### src/rtl/input_bcd2bin.sv
// input_bcd2bin: converts the four entered digits to a DATA_W-bit binary word
// with one multiply-by-10-and-add per cycle and a CPU read/new-data handshake.
module input_bcd2bin #(
    parameter bit SIGNED_X1 = 1'b0,
    parameter int DATA_W    = 32
) (
    input  logic              clk,
    input  logic              rst,
    input  logic              x1,
    input  logic [3:0]        x2,
    input  logic [3:0]        x3,
    input  logic [3:0]        x4,
    input  logic              rd_en,
    output logic [DATA_W-1:0] rd_data,
    output logic              new_flag,
    output logic              busy
);
    typedef enum logic [1:0] {IDLE, CONV, DONE} state_t;

    state_t            state_q;
    logic [12:0]       snap_q;
    logic [DATA_W-1:0] acc_q;
    logic [1:0]        idx_q;
    logic [DATA_W-1:0] result_q;
    logic [DATA_W-1:0] rd_data_q;
    logic              new_flag_q;
    logic              busy_q;
    logic [12:0]       live_d;
    logic [3:0]        dig_d;
    logic [DATA_W-1:0] acc_d;

    function automatic logic [3:0] clamp(input logic [3:0] d);
        return (d > 4'd9) ? 4'd9 : d;
    endfunction

    always_comb begin
        live_d = {x1, clamp(x2), clamp(x3), clamp(x4)};
        dig_d  = (idx_q == 2'd0) ? (SIGNED_X1 ? 4'd0 : {3'd0, snap_q[12]}) :
                 (idx_q == 2'd1) ? snap_q[11:8] :
                 (idx_q == 2'd2) ? snap_q[7:4] : snap_q[3:0];
        acc_d  = (acc_q << 3) + (acc_q << 1) + DATA_W'(dig_d);
    end

    // The DONE branch follows the read so its new_flag set wins a same-cycle read.
    always_ff @(posedge clk or posedge rst) begin
        if (rst) begin
            state_q    <= IDLE;
            snap_q     <= '0;
            acc_q      <= '0;
            idx_q      <= '0;
            result_q   <= '0;
            rd_data_q  <= '0;
            new_flag_q <= 1'b0;
            busy_q     <= 1'b0;
        end else begin
            if (rd_en) begin
                rd_data_q  <= result_q;
                new_flag_q <= 1'b0;
            end
            case (state_q)
                IDLE: if (live_d != snap_q) begin
                    snap_q  <= live_d;
                    acc_q   <= '0;
                    idx_q   <= '0;
                    state_q <= CONV;
                    busy_q  <= 1'b1;
                end
                CONV: begin
                    acc_q   <= acc_d;
                    idx_q   <= idx_q + 2'd1;
                    state_q <= (idx_q == 2'd3) ? DONE : CONV;
                end
                DONE: begin
                    result_q   <= (SIGNED_X1 && snap_q[12]) ? -acc_q : acc_q;
                    new_flag_q <= 1'b1;
                    state_q    <= IDLE;
                    busy_q     <= 1'b0;
                end
                default: state_q <= IDLE;
            endcase
        end
    end

    assign rd_data  = rd_data_q;
    assign new_flag = new_flag_q;
    assign busy     = busy_q;
endmodule

### config.mk
export PLATFORM = sky130hd
export DESIGN_NAME = input_bcd2bin
export DESIGN_NICKNAME = d
export VERILOG_FILES = /design/src/rtl/input_bcd2bin.sv
export SDC_FILE = /design/constraint.sdc
export NUM_CORES = 1
export LEC_CHECK = 0
export ABC_AREA = 1
export CORE_MARGIN = 3
export CORE_UTILIZATION = 45
export CTS_CLUSTER_DIAMETER = 120
export DETAILED_ROUTE_END_ITERATION = 8
export PLACE_DENSITY = 0.61
export SLEW_MARGIN = 20
export SYNTH_ARGS = -nofsm -noshare
export SYNTH_HDL_FRONTEND = slang
export SYNTH_SLANG_ARGS = --single-unit
### constraint.sdc
create_clock -name clk -period 6.13 [get_ports clk]
set_clock_uncertainty 0.05 [all_clocks]
set_input_delay 0.613 -clock clk [delete_from_list [all_inputs] [get_ports clk]]
set_output_delay 0.613 -clock clk [all_outputs]
set_load 0.01 [all_outputs]
==> qor.yml <==
cts_resized: 0
clockBufferDepth: 2
cts_tree: "yes"
cts_made_buffers: 17
grt_pass1_wl_mm: 31.1
areaGrowthSynthToFinish_pct: 18.5
io_buffer_count: 49
post-route-min-period_ns: 3.43
clock.fmax_ghz: 0.292
drive_above_1_share_pct: 8.01
p_leak_nw: 4.77
critPathLaunch: "idx_q[0]$_DFFE_PP0P_"
reg2reg_to: "acc_q[30]$_DFFE_PP0P_"
initial_core_util_pct: 46.2
dr.pass1.iters: 5
setup-tns-final_ns: 0
status: "complete, no violations"
coreArea_um2: 15900
global_route.usage.total_pct: 21.8
ios: 50
finalSetupViolations: 0
antenna_found_initial: 0
cts_hold_buf: 0
finalWirelength_mm: 18.4
syn_nets: 1067
die_w_um: 134
r2r_slack_ns: 2.70
fin_ws_ns: 2.70
worstSkewPairLatency_ns: 0.42
synth.distinct_cells: 31
dp_hpwl_mm: 13.6
gp_congestion: 0.912
cts.clk_slew.worst_paths_ns: 0.05
dieArea_um2: 17900
crit_path_frequent_cell: "nand2_1"
drc: 0
worst_hold_slack_ns: 0.423
critPathArrivalTime_ns: 3.68
crit_slowest_cell: "dfrtp_1"
die_h_um: 134
synth_top_cell_area_share_pct: 39.1
postPlaceCellArea_um2: 8040
antenna_cells: 0
criticalPathCategory: "flip-flop to flip-flop"
end_kind: "flip-flop"
hp-start: "result_q[7]$_DFFE_PP0P_"
ys_ff_latch: 115
grt_pass1_vias: 6060
slew_headroom_pct: 41.1
yosysTopAreaCell: "dfrtp_1"
cp-endpoint: "acc_q[30]$_DFFE_PP0P_"
r2r_start: "idx_q[0]$_DFFE_PP0P_"
synthCells: 987
rows: 46
slew_violations: 0
yosysSeqAreaShare_pct: 39.1
syn_area_um2: 7370
critPathLaunchType: "flip-flop"
grt_max_degree: 60
cts-htree-levels: 4
drtAntennaViolNets: 0
cts.root.buffer_cell: "clkbuf_16"
reg2reg_depth: 19
final.fill_count: 1561
timing.final.crit_share_pct: 55.9
slowest_delay_ns: 0.43
clock_sinks: 115
power.total_mw: 5.90
tightest_slew_ns: 0.883
rsz0062_at_grt: "no"
cts_setup_buffers: 0
path_max_fanout: 7
ir_drop_v: 0.000277
path_cells: "inv_1 -> ha_1 -> mux2_2 -> o21ai_0 -> inv_1 -> ha_1 -> ha_1 -> inv_1 -> fa_1 -> inv_1 -> nand3_1 -> nand3_1 -> nand2_1 -> nand3_1 -> nand2_1 -> nand2_1 -> nand2_1 -> nand3_1 -> nand2_1"
drtIter0Drc: 499
power_density_nw_per_um2: 676
vias: 6276
fin_area_um2: 8730
finalHoldViolCount: 0
place_ws_ns: 2.73
postSynthAreaPerCell_um2: 7.46
yosysWarnings: 0
final_nets: 1116
hold_class: "flip-flop to flip-flop"
required_ns: 6.38
drt-wirelength-per-cell_um: 14.6
max_cap_viol_count: 0
synth.top_cells.by_area: "dfrtp_1 39%, nand2_1 19%, ha_1 11%"
grt_overflow: 0
viasPerCell: 4.96
critical path, delay by kind of cell, from the launching register on:
| kind | cells | cell delay, ns |
|---|---|---|
| fa+ha+maj | 4 | 1.09 |
| simple gates | 9 | 0.83 |
| compound gates | 1 | 0.17 |
| buf+inv | 4 | 0.39 |
| flops | 1 | 0.43 |
| mux | 1 | 0.36 |
through the flow:
step                util (%)  instances
floorplan                  -        987
global placement        50.4       1233
detailed placement      50.4       1233
CTS                     54.8       1265
global route            54.8       1265
finish                  54.8       1265
final cells by class:
type	instances	area, µm²	share of cell area, %
timing repair buffer	54	528	6.05
tap	216	270	3.10
inverter	130	490	5.62
clock buffer	20	437	5.00
sequential	115	2880	33.0
clock inverter	12	251	2.88
multi-input combinational	718	3880	44.4
cells by family (layout without fill, tap and decap cells):
logic type | after synthesis | after routing | share of synthesized area [%]
DFF | 115 | 115 | 39.1
AOI/OAI and AO/OA | 73 | 73 | 5.16
and+or+nand+nor | 541 | 541 | 30.5
xor gates and xnor gates | 7 | 7 | 0.832
adders and majority gates | 64 | 64 | 11.1
buffers and inverters | 154 | 216 | 8.32
muxes | 33 | 33 | 5.04
cells in the final DEF (no fill, tap or decap):
master,synthesis,final
o21ai_2,2,2
bufinv_16,0,7
fa_1,2,2
nand2_1,377,377
a21oi_1,30,30
or2_2,2,2
nand2_4,1,1
xnor2_1,3,3
clkbuf_1,14,3
clkbuf_16,0,17
inv_1,127,126
nand2_2,2,2
inv_2,3,3
clkdlybuf4s50_1,0,49
clkinv_4,0,1
o21bai_1,1,1
buf_4,0,5
dfrtp_1,115,115
xor2_1,4,4
o21ai_0,37,37
ha_1,62,62
nor2_1,46,46
a21o_1,2,2
nor2_2,1,1
nand3_2,5,5
nand3_1,87,87
nand4_1,8,8
mux2_2,33,33
clkinvlp_4,0,2
o21ai_1,1,1
inv_6,0,2
nand3b_1,5,5
and2_1,7,7
inv_4,0,1
cells in the mapped netlist:
cell type,count
buf_1,3
fa_1,2
a21oi_1,30
o21bai_1,1
nor2_2,1
nor2_1,46
buf_2,3
nand2_2,2
and2_1,7
or2_2,2
buf_8,2
o21ai_1,1
inv_1,127
clkbuf_2,1
nand3_2,5
xnor2_1,3
o21ai_2,2
dfrtp_1,115
nand2_1,377
mux2_2,33
inv_2,3
nand4_1,8
nand2_4,1
nand3_1,87
o21ai_0,37
nand3b_1,5
a21o_1,2
ha_1,62
clkbuf_1,14
buf_6,1
xor2_1,4
report_power, final:
part	leakage, nW	switching, mW	internal, mW	total, mW
logic	3.00	2.03	1.26	3.28
registers	1.44	0.315	1.14	1.45
clock network	0.325	0.362	0.806	1.17
total	4.77	2.70	3.20	5.90
worst min path at each step:
stage                                     endpoint  slack, ns  cells past startpoint
after floorplan           result_q[31]$_DFFE_PP0P_       0.39                      2
after global placement     result_q[7]$_DFFE_PP0P_       0.41                      2
after detailed placement  result_q[11]$_DFFE_PP0P_       0.41                      2
after CTS                  result_q[7]$_DFFE_PP0P_       0.43                      2
after global routing      result_q[31]$_DFFE_PP0P_       0.45                      2
final                      result_q[7]$_DFFE_PP0P_       0.42                      2
routing by layer:
layer	share of wire, %	up-vias	track usage, %	wire [µm]
li1	-	3227	-	-
met1	50	2905	32.0	9250
met2	44	120	33.5	8090
met3	4.5	24	3.60	822
met4	1.4	0	6.06	250
met5	0	-	0	0
state kept, by name, indices dropped and copies added, names as in the netlist:
signal and flops:
result_q 32, acc_q 32, idx_q 2, rd_data 32, busy 1, snap_q 13
new_flag 1, state_q 2
No activity file was read; power rests on OpenSTA's default activity.
